[config.mk]
export PLATFORM = sky130hd
export DESIGN_NAME = eth_phy_prbs_test_ctrl_flat
export DESIGN_NICKNAME = d
export VERILOG_FILES = /design/src/rtl/eth_phy_prbs_test_ctrl_pkg.sv /design/src/rtl/eth_phy_prbs_test_ctrl_if.sv /design/src/rtl/eth_phy_prbs_test_ctrl_err_acc.sv /design/src/rtl/eth_phy_prbs_test_ctrl.sv /design/src/flat_wrapper.sv
export SDC_FILE = /design/constraint.sdc
export NUM_CORES = 1
export LEC_CHECK = 0
export ABC_AREA = 1
export CAP_MARGIN = 10
export CORE_ASPECT_RATIO = 0.75
export CORE_MARGIN = 3
export CORE_UTILIZATION = 50
export DETAILED_ROUTE_END_ITERATION = 7
export PLACE_DENSITY_LB_ADDON = 0.25
export REMOVE_ABC_BUFFERS = 1
export SYNTH_ARGS = -nofsm -noshare
export SYNTH_HDL_FRONTEND = slang
export SYNTH_HIERARCHICAL = 1
export SYNTH_SLANG_ARGS = --single-unit
export TNS_END_PERCENT = 100
[constraint.sdc]
create_clock -name clk -period 3.95 [get_ports clk]
set_input_delay 0.9875 -clock clk [delete_from_list [all_inputs] [get_ports clk]]
set_output_delay 0.9875 -clock clk [all_outputs]
set_load 0.05 [all_outputs]
[src/rtl/eth_phy_prbs_test_ctrl_pkg.sv]
// Shared definitions for the 10G PHY PRBS31 self-test sequencer.
// Covers the state encoding, the fail codes and the per-state output decode.
package eth_phy_test_pkg;

  localparam logic [2:0] ST_IDLE      = 3'd0;
  localparam logic [2:0] ST_RESET     = 3'd1;
  localparam logic [2:0] ST_WAIT_LOCK = 3'd2;
  localparam logic [2:0] ST_SETTLE    = 3'd3;
  localparam logic [2:0] ST_TEST      = 3'd4;
  localparam logic [2:0] ST_PASS      = 3'd5;
  localparam logic [2:0] ST_FAIL      = 3'd6;
  localparam logic [2:0] ST_RECHECK   = 3'd7;

  localparam logic [1:0] FC_NONE            = 2'd0;
  localparam logic [1:0] FC_LOCK_TIMEOUT    = 2'd1;
  localparam logic [1:0] FC_ERR_THRESH      = 2'd2;
  localparam logic [1:0] FC_RECHECK_TIMEOUT = 2'd3;

  function automatic logic st_phy_rst(input logic [2:0] s);
    return (s == ST_IDLE) || (s == ST_RESET);
  endfunction

  function automatic logic st_prbs_en(input logic [2:0] s);
    return (s == ST_SETTLE) || (s == ST_TEST);
  endfunction

  function automatic logic st_busy(input logic [2:0] s);
    return (s == ST_RESET) || (s == ST_WAIT_LOCK) || (s == ST_SETTLE) ||
           (s == ST_TEST) || (s == ST_RECHECK);
  endfunction

  function automatic logic st_done(input logic [2:0] s);
    return (s == ST_PASS) || (s == ST_FAIL);
  endfunction

endpackage

[src/rtl/eth_phy_prbs_test_ctrl_if.sv]
// Signals between the PRBS test sequencer (master) and the 10G PHY (slave).
// All signals are plain levels sampled every clock; there is no valid/ready handshake on this link.
interface eth_phy_prbs_test_ctrl_if;
  logic       rx_block_lock;
  logic [6:0] rx_error_count;
  logic       phy_rst;
  logic       cfg_tx_prbs31_enable;
  logic       cfg_rx_prbs31_enable;

  modport master (
    input  rx_block_lock,
    input  rx_error_count,
    output phy_rst,
    output cfg_tx_prbs31_enable,
    output cfg_rx_prbs31_enable
  );

  modport slave (
    output rx_block_lock,
    output rx_error_count,
    input  phy_rst,
    input  cfg_tx_prbs31_enable,
    input  cfg_rx_prbs31_enable
  );
endinterface

[src/rtl/eth_phy_prbs_test_ctrl_err_acc.sv]
// Saturating PRBS error accumulator with synchronous clear and enable.
// The exceed flag looks at the value that will be stored this cycle, so the crossing cycle counts.
module eth_prbs_err_acc #(
  parameter int unsigned           ERR_WIDTH = 32,
  parameter logic [ERR_WIDTH-1:0]  THRESH    = '0
) (
  input  logic                 clk,
  input  logic                 rst_n,
  input  logic                 clr,
  input  logic                 en,
  input  logic [6:0]           inc,
  output logic [ERR_WIDTH-1:0] total,
  output logic                 exceed
);

  localparam int unsigned SUM_W = ((ERR_WIDTH > 7) ? ERR_WIDTH : 7) + 1;
  localparam logic [SUM_W-1:0] MAX_EXT = SUM_W'({ERR_WIDTH{1'b1}});

  logic [SUM_W-1:0]     sum;
  logic [ERR_WIDTH-1:0] sum_sat;
  logic [ERR_WIDTH-1:0] total_d;
  logic [ERR_WIDTH-1:0] total_q;

  always_comb begin
    sum     = SUM_W'(total_q) + SUM_W'(inc);
    sum_sat = (sum > MAX_EXT) ? {ERR_WIDTH{1'b1}} : sum[ERR_WIDTH-1:0];
    exceed  = en && (sum_sat > THRESH);
    total_d = total_q;
    if (clr) begin
      total_d = '0;
    end else if (en) begin
      total_d = sum_sat;
    end
  end

  always_ff @(posedge clk or negedge rst_n) begin
    if (!rst_n) begin
      total_q <= '0;
    end else begin
      total_q <= total_d;
    end
  end

  assign total = total_q;

endmodule

[src/rtl/eth_phy_prbs_test_ctrl.sv]
// PRBS31 self-test sequencer for eth_phy_10g: reset, lock wait, settle, error window, verdict.
// Optional ETH_PRBS_LOCK_RECHECK_EN adds a post-window block-lock recheck before PASS.
module eth_phy_prbs_test_ctrl
  import eth_phy_test_pkg::*;
#(
  parameter int unsigned RESET_CYCLES  = 16,
  parameter int unsigned LOCK_TIMEOUT  = 4096,
  parameter int unsigned SETTLE_CYCLES = 64,
  parameter int unsigned TEST_CYCLES   = 65536,
  parameter int unsigned ERR_THRESH    = 0,
  parameter int unsigned ERR_WIDTH     = 32,
  parameter int unsigned TMR_WIDTH     = 32
) (
  input  logic                            clk,
  input  logic                            rst_n,
  input  logic                            start,
  input  logic                            abort,
  eth_phy_prbs_test_ctrl_if.master        phy,
  output logic                            busy,
  output logic                            done,
  output logic                            pass,
  output logic [1:0]                      fail_code,
  output logic [ERR_WIDTH-1:0]            err_total,
  output logic [2:0]                      state_o
);

  localparam logic [TMR_WIDTH-1:0] RST_LOAD    = TMR_WIDTH'(RESET_CYCLES - 1);
  localparam logic [TMR_WIDTH-1:0] LOCK_LOAD   = TMR_WIDTH'(LOCK_TIMEOUT - 1);
  localparam logic [TMR_WIDTH-1:0] SETTLE_LOAD = TMR_WIDTH'(SETTLE_CYCLES - 1);
  localparam logic [TMR_WIDTH-1:0] TEST_LOAD   = TMR_WIDTH'(TEST_CYCLES - 1);
  localparam logic [ERR_WIDTH-1:0] THRESH_W    = ERR_WIDTH'(ERR_THRESH);

  logic [2:0]           state_q, state_d;
  logic [TMR_WIDTH-1:0] timer_q, timer_d;
  logic [1:0]           fail_code_q, fail_code_d;
  logic                 phy_rst_q, prbs_en_q, busy_q, done_q, pass_q;
  logic                 tmr_zero;
  logic                 acc_clr, acc_en, acc_exceed;

  eth_prbs_err_acc #(
    .ERR_WIDTH (ERR_WIDTH),
    .THRESH    (THRESH_W)
  ) u_err_acc (
    .clk    (clk),
    .rst_n  (rst_n),
    .clr    (acc_clr),
    .en     (acc_en),
    .inc    (phy.rx_error_count),
    .total  (err_total),
    .exceed (acc_exceed)
  );

  always_comb begin
    state_d     = state_q;
    timer_d     = timer_q;
    fail_code_d = fail_code_q;
    acc_clr     = 1'b0;
    acc_en      = 1'b0;
    tmr_zero    = (timer_q == '0);
    // abort outranks start and every timed transition, and freezes the error total
    if (abort) begin
      state_d     = ST_IDLE;
      fail_code_d = FC_NONE;
    end else begin
      case (state_q)
        ST_IDLE, ST_PASS, ST_FAIL: begin
          if (start) begin
            state_d     = ST_RESET;
            timer_d     = RST_LOAD;
            fail_code_d = FC_NONE;
            acc_clr     = 1'b1;
          end
        end
        ST_RESET: begin
          if (tmr_zero) begin
            state_d = ST_WAIT_LOCK;
            timer_d = LOCK_LOAD;
          end else begin
            timer_d = timer_q - TMR_WIDTH'(1);
          end
        end
        ST_WAIT_LOCK: begin
          if (phy.rx_block_lock) begin
            state_d = ST_SETTLE;
            timer_d = SETTLE_LOAD;
          end else if (tmr_zero) begin
            state_d     = ST_FAIL;
            fail_code_d = FC_LOCK_TIMEOUT;
          end else begin
            timer_d = timer_q - TMR_WIDTH'(1);
          end
        end
        ST_SETTLE: begin
          if (tmr_zero) begin
            state_d = ST_TEST;
            timer_d = TEST_LOAD;
          end else begin
            timer_d = timer_q - TMR_WIDTH'(1);
          end
        end
        ST_TEST: begin
          acc_en = 1'b1;
          // a threshold crossing on the final window cycle still fails
          if (acc_exceed) begin
            state_d     = ST_FAIL;
            fail_code_d = FC_ERR_THRESH;
          end else if (tmr_zero) begin
`ifdef ETH_PRBS_LOCK_RECHECK_EN
            state_d = ST_RECHECK;
            timer_d = LOCK_LOAD;
`else
            state_d = ST_PASS;
`endif
          end else begin
            timer_d = timer_q - TMR_WIDTH'(1);
          end
        end
`ifdef ETH_PRBS_LOCK_RECHECK_EN
        ST_RECHECK: begin
          if (phy.rx_block_lock) begin
            state_d = ST_PASS;
          end else if (tmr_zero) begin
            state_d     = ST_FAIL;
            fail_code_d = FC_RECHECK_TIMEOUT;
          end else begin
            timer_d = timer_q - TMR_WIDTH'(1);
          end
        end
`endif
        default: state_d = ST_IDLE;
      endcase
    end
  end

  always_ff @(posedge clk or negedge rst_n) begin
    if (!rst_n) begin
      state_q     <= ST_IDLE;
      timer_q     <= '0;
      fail_code_q <= FC_NONE;
      phy_rst_q   <= 1'b1;
      prbs_en_q   <= 1'b0;
      busy_q      <= 1'b0;
      done_q      <= 1'b0;
      pass_q      <= 1'b0;
    end else begin
      state_q     <= state_d;
      timer_q     <= timer_d;
      fail_code_q <= fail_code_d;
      phy_rst_q   <= st_phy_rst(state_d);
      prbs_en_q   <= st_prbs_en(state_d);
      busy_q      <= st_busy(state_d);
      done_q      <= st_done(state_d);
      pass_q      <= (state_d == ST_PASS);
    end
  end

  assign phy.phy_rst              = phy_rst_q;
  assign phy.cfg_tx_prbs31_enable = prbs_en_q;
  assign phy.cfg_rx_prbs31_enable = prbs_en_q;
  assign busy                     = busy_q;
  assign done                     = done_q;
  assign pass                     = pass_q;
  assign fail_code                = fail_code_q;
  assign state_o                  = state_q;

endmodule

[src/flat_wrapper.sv]
// flat-port wrapper written by rule: the top's interface ports become plain ports
module eth_phy_prbs_test_ctrl_flat import eth_phy_test_pkg::*;
#(
  parameter int unsigned RESET_CYCLES  = 16,
  parameter int unsigned LOCK_TIMEOUT  = 4096,
  parameter int unsigned SETTLE_CYCLES = 64,
  parameter int unsigned TEST_CYCLES   = 65536,
  parameter int unsigned ERR_THRESH    = 0,
  parameter int unsigned ERR_WIDTH     = 32,
  parameter int unsigned TMR_WIDTH     = 32
)
  (clk, rst_n, start, abort, busy, done, pass, fail_code, err_total, state_o, phy_rx_block_lock, phy_rx_error_count, phy_phy_rst, phy_cfg_tx_prbs31_enable, phy_cfg_rx_prbs31_enable);
  eth_phy_prbs_test_ctrl_if phy_i ();
  input  logic clk;
  input  logic rst_n;
  input  logic start;
  input  logic abort;
  output logic busy;
  output logic done;
  output logic pass;
  output logic [1:0] fail_code;
  output logic [ERR_WIDTH-1:0] err_total;
  output logic [2:0] state_o;
  input wire logic [$bits(phy_i.rx_block_lock)-1:0] phy_rx_block_lock;
  input wire logic [$bits(phy_i.rx_error_count)-1:0] phy_rx_error_count;
  output wire logic [$bits(phy_i.phy_rst)-1:0] phy_phy_rst;
  output wire logic [$bits(phy_i.cfg_tx_prbs31_enable)-1:0] phy_cfg_tx_prbs31_enable;
  output wire logic [$bits(phy_i.cfg_rx_prbs31_enable)-1:0] phy_cfg_rx_prbs31_enable;
  assign phy_i.rx_block_lock = phy_rx_block_lock;
  assign phy_i.rx_error_count = phy_rx_error_count;
  assign phy_phy_rst = phy_i.phy_rst;
  assign phy_cfg_tx_prbs31_enable = phy_i.cfg_tx_prbs31_enable;
  assign phy_cfg_rx_prbs31_enable = phy_i.cfg_rx_prbs31_enable;
  eth_phy_prbs_test_ctrl #(.RESET_CYCLES(RESET_CYCLES), .LOCK_TIMEOUT(LOCK_TIMEOUT), .SETTLE_CYCLES(SETTLE_CYCLES), .TEST_CYCLES(TEST_CYCLES), .ERR_THRESH(ERR_THRESH), .ERR_WIDTH(ERR_WIDTH), .TMR_WIDTH(TMR_WIDTH)) u_core (.clk(clk), .rst_n(rst_n), .start(start), .abort(abort), .phy(phy_i), .busy(busy), .done(done), .pass(pass), .fail_code(fail_code), .err_total(err_total), .state_o(state_o));
endmodule
==> results.yml <==
timing:
  final.period_utilization: 0.9776
  totalNegativeSetupSlack_ps: 0
  max_slew.worst_pin.slew_ps: 966.0
  final-hold-violation-count: 0
  final.min_clock_period_ps: 3862
  fmax_ghz: 0.2590
  final_setup_violation_count: 0
  timing.slew.headroom: 0.3560
  maxSlewViolCount: 0
  timing.clock.skew_ps: 9.508
yosys:
  synthesis.yosys.warnings: 6
  yosysSeqAreaShare: 0.3220
  synthMuxAreaShare: 0
  synth_async_sr_flop_share: 1.000
  area_fraction_in_compound_gates_after_synthesis: 0.09437
  share_of_the_synthesized_area_in_the_top_cell_type: 0.3175
  synth_most_common_cell: "sky130_fd_sc_hd__nand2_1"
  post_synthesis_adder_cell_area_fraction: 0.02305
  synth_xor_xnor_area_share: 0.03044
  postSynthRegisterBits: 74
  synth_simple_gate_area_share: 0.4375
  postSynthAreaPerCell_sq_um: 6.652
  synthDominantAreaCellType: "sky130_fd_sc_hd__dfrtp_1"
  syn_area_sq_um: 5754
  leading_cell_types_by_count_after_synthesis: "sky130_fd_sc_hd__nand2_1, sky130_fd_sc_hd__nor2_1, sky130_fd_sc_hd__inv_1"
  synthesis.instances: 865
  synth-edff-count: 0
  synth.area.top_cells: "sky130_fd_sc_hd__dfrtp_1, sky130_fd_sc_hd__nand2_1, sky130_fd_sc_hd__nor2_1"
  synthFlopType: "sky130_fd_sc_hd__dfrtp_1"
  ys_types: 48
  combinational_family_with_the_most_area_after_synthesis: "simple AND/OR/NAND/NOR gates"
worst_setup_path:
  worstSetupStartpointType: "primary input"
  r2r_cells: 24
  critical_path.startpoint: "phy_rx_error_count[6]"
  timing_worst_setup_path_type: "primary input to flip-flop"
  reg2reg_setup_slack_ps: 590
  top_fanout_value_on_the_critical_path: 5
  worst-endpoint-required_ps: 4160
  r2r_end: "u_core/timer_q[0]"
  critical_path.endpoint_type: "flip-flop"
  worst_ep_arrival_time_ps: 4070
  timing.rr.start: "u_core/u_err_acc/total[0]"
  critical_path.endpoint: "u_core/timer_q[0]"
finish:
  diodes: 0
  layout-drive-gt1-share: 0.2278
  area.growth.synth_to_final_pct: 30.31
  nNetsFinal: 1009
  num-fill-cells: 954
  fin_util: 0.6776
  finish.cell_count_without_fillers: 1132
grt:
  via_count_of_the_first_global_routing_pass: 5473
  grt_first_pass_wirelength_mm: 27.88
  groute.usage.overall: 0.2733
  gr-total-overflow: 0
  grt_antenna_before_repair: 0
  grt_max_degree: 75
min_path:
  hold_path.class: "flip-flop to flip-flop"
  min_delay_path_depth: 1
clocking:
  cts-buffers-inserted: 9
  cts.htree.levels: 3
  cts_sinks: 74
  path_clk_slew_ps: 60
  clk-insertion-delay-late_ps: 340
  clk_path_buf_depth: 2
  ctsHoldBuffers: 0
  cts_tree: "done"
  cts-root-buf: "sky130_fd_sc_hd__clkbuf_16"
placed_design:
  gp_congestion: 0.9582
  placed_cells_incl_taps: 1100
  io_buffers: 54
  place.detailed.hpwl_mm: 12.35
run_status:
  status: "finished clean"
route:
  wirelength_mm: 17.81
  vias_per_cell: 5.613
  drt-wirelength-per-cell_microns: 15.73
  route.detailed.drc: 0
  final_antenna_violating_net_count: 0
  firstDrtPassIters: 6
  first_drt_iteration_drcs: 755
  routed-via-count: 6354
floorplanning:
  die_area_sq_um: 12850
  die_height_microns: 98.91
  area_of_the_core_sq_um: 11070
  io_pins: 55
  die_width_microns: 129.9
  initial_core_util: 0.5200
  rows: 33
power_and_ir_drop:
  powerDensity_nw_per_um2: 307.6
  p_total_mw: 2.306
  p_leak_nw: 3.816
  ir_drop_mv: 0.2886
job:
  drv_cap: 0
-- area by class of cell --
type / count / area [sq um] / area share
clock buffers: 11 / 242.7 / 0.03237
clock inverters: 5 / 31.28 / 0.004172
inverters: 117 / 441.7 / 0.05890
multi-input cells: 663 / 3685 / 0.4914
flip-flops and latches: 74 / 1853 / 0.2471
well taps: 140 / 175.2 / 0.02336
repair buffers: 122 / 1070 / 0.1427
-- repair_timing --
| item | in CTS | in global routing |
|---|---|---|
| pin swaps | 1 | 32 |
| gates cloned | 2 | 2 |
| buffers inserted | 1 | 11 |
| resized for setup | 2 | 70 |
| setup endpoints to repair | 26 | 41 |
-- worst min path at each step --
stage,start,endpoint,slack (ps)
2_1_floorplan,u_core/timer_q[26],u_core/timer_q[26],450
6_report,u_core/timer_q[26],u_core/timer_q[26],480
4_1_cts,u_core/timer_q[26],u_core/timer_q[26],490
5_1_grt,u_core/timer_q[26],u_core/timer_q[26],490
3_5_place_dp,u_core/timer_q[26],u_core/timer_q[26],480
3_3_place_gp,u_core/timer_q[26],u_core/timer_q[26],470
-- registers in the layout (all words and copies together) (netlist names) --
name                             count
u_core/state_o                       3
u_core/done                          1
u_core/phy.phy_rst                   1
u_core/pass                          1
u_core/u_err_acc/total              32
u_core/busy                          1
u_core/fail_code                     2
u_core/timer_q                      32
u_core/phy.cfg_rx_prbs31_enable      1
-- metrics by stage --
step / cell area [sq um] / hold WS, ps / worst slack, ps
2_1_floorplan: 5663 / 450.0 / 299.7
3_3_place_gp: 6797 / 472.3 / -330.2
3_5_place_dp: 6797 / 477.4 / -446.5
4_1_cts: 7104 / 486.2 / -27.49
5_1_grt: 7498 / 492.6 / -52.10
6_report: 7498 / 483.8 / 88.29
-- routing by layer --
layer / vias up / part of all wire / wire [microns] / GRT usage
met3: 15 / 0.11 / 1910 / 0.05905
li1: 3012 / - / - / -
met1: 2979 / 0.47 / 8394 / 0.4458
met2: 348 / 0.41 / 7370 / 0.3675
met5: - / 0 / 0 / 0
met4: 0 / 0.0077 / 137 / 0.05032
-- layout by cell type (no fill, tap or decap), types with 2 or more instances in the layout --
cell type and instances:
sky130_fd_sc_hd__nand2_1 224, sky130_fd_sc_hd__nor2_1 111, sky130_fd_sc_hd__inv_1 100, sky130_fd_sc_hd__nand3_1 79, sky130_fd_sc_hd__dfrtp_1 73, sky130_fd_sc_hd__buf_4 66, sky130_fd_sc_hd__clkdlybuf4s50_1 50, sky130_fd_sc_hd__nor2_2 28
sky130_fd_sc_hd__nand2_2 25, sky130_fd_sc_hd__a21oi_1 25, sky130_fd_sc_hd__o21ai_0 23, sky130_fd_sc_hd__nand3_2 20, sky130_fd_sc_hd__o22ai_1 17, sky130_fd_sc_hd__xor2_1 16, sky130_fd_sc_hd__inv_2 15, sky130_fd_sc_hd__nand2_4 11
sky130_fd_sc_hd__nor2_4 10, sky130_fd_sc_hd__clkbuf_16 9, sky130_fd_sc_hd__nand4_1 9, sky130_fd_sc_hd__o21ai_1 8, sky130_fd_sc_hd__o21bai_1 5, sky130_fd_sc_hd__o21ai_2 5, sky130_fd_sc_hd__ha_4 5, sky130_fd_sc_hd__nor3_1 4
sky130_fd_sc_hd__nand3_4 4, sky130_fd_sc_hd__clkinv_2 3, sky130_fd_sc_hd__dlymetal6s2s_1 3, sky130_fd_sc_hd__nor2_8 3, sky130_fd_sc_hd__a21oi_2 3, sky130_fd_sc_hd__ha_1 3, sky130_fd_sc_hd__a31oi_1 2, sky130_fd_sc_hd__nor3_2 2
sky130_fd_sc_hd__and3_1 2, sky130_fd_sc_hd__xnor2_1 2, sky130_fd_sc_hd__xor2_2 2
-- critical path: stages --
cell and delay, ps:
sky130_fd_sc_hd__clkdlybuf4s50_1 450, sky130_fd_sc_hd__ha_4 310, sky130_fd_sc_hd__nand2_1 80, sky130_fd_sc_hd__inv_2 90, sky130_fd_sc_hd__nand2_1 120, sky130_fd_sc_hd__inv_1 90, sky130_fd_sc_hd__nand2_2 60, sky130_fd_sc_hd__nand2_4 120
sky130_fd_sc_hd__nand2_1 90, sky130_fd_sc_hd__xor2_1 180, sky130_fd_sc_hd__nor2_2 110, sky130_fd_sc_hd__nand2_1 70, sky130_fd_sc_hd__nor2_2 110, sky130_fd_sc_hd__nand3_2 100, sky130_fd_sc_hd__nor2_4 150, sky130_fd_sc_hd__nor2_4 70
sky130_fd_sc_hd__a21oi_4 220, sky130_fd_sc_hd__nand2_8 120, sky130_fd_sc_hd__nor2_4 160, sky130_fd_sc_hd__buf_2 180, sky130_fd_sc_hd__buf_4 120, sky130_fd_sc_hd__a32oi_1 70
-- where the power goes --
| part | leakage, nW | internal [mW] | switching, mW |
|---|---|---|---|
| clock | 0.135 | 0.441 | 0.332 |
| sequential | 1.00 | 0.790 | 0.0457 |
| combinational | 2.68 | 0.285 | 0.414 |
| total | 3.82 | 1.52 | 0.791 |
-- cells by family after synthesis --
group / count (synthesis)
and+or+nand+nor: 536
buffers and inverters: 132
AOI/OAI and AO/OA: 93
DFF: 74
xor gates and xnor gates: 20
adders and majority gates: 10
(Power assumes the default switching activity.)
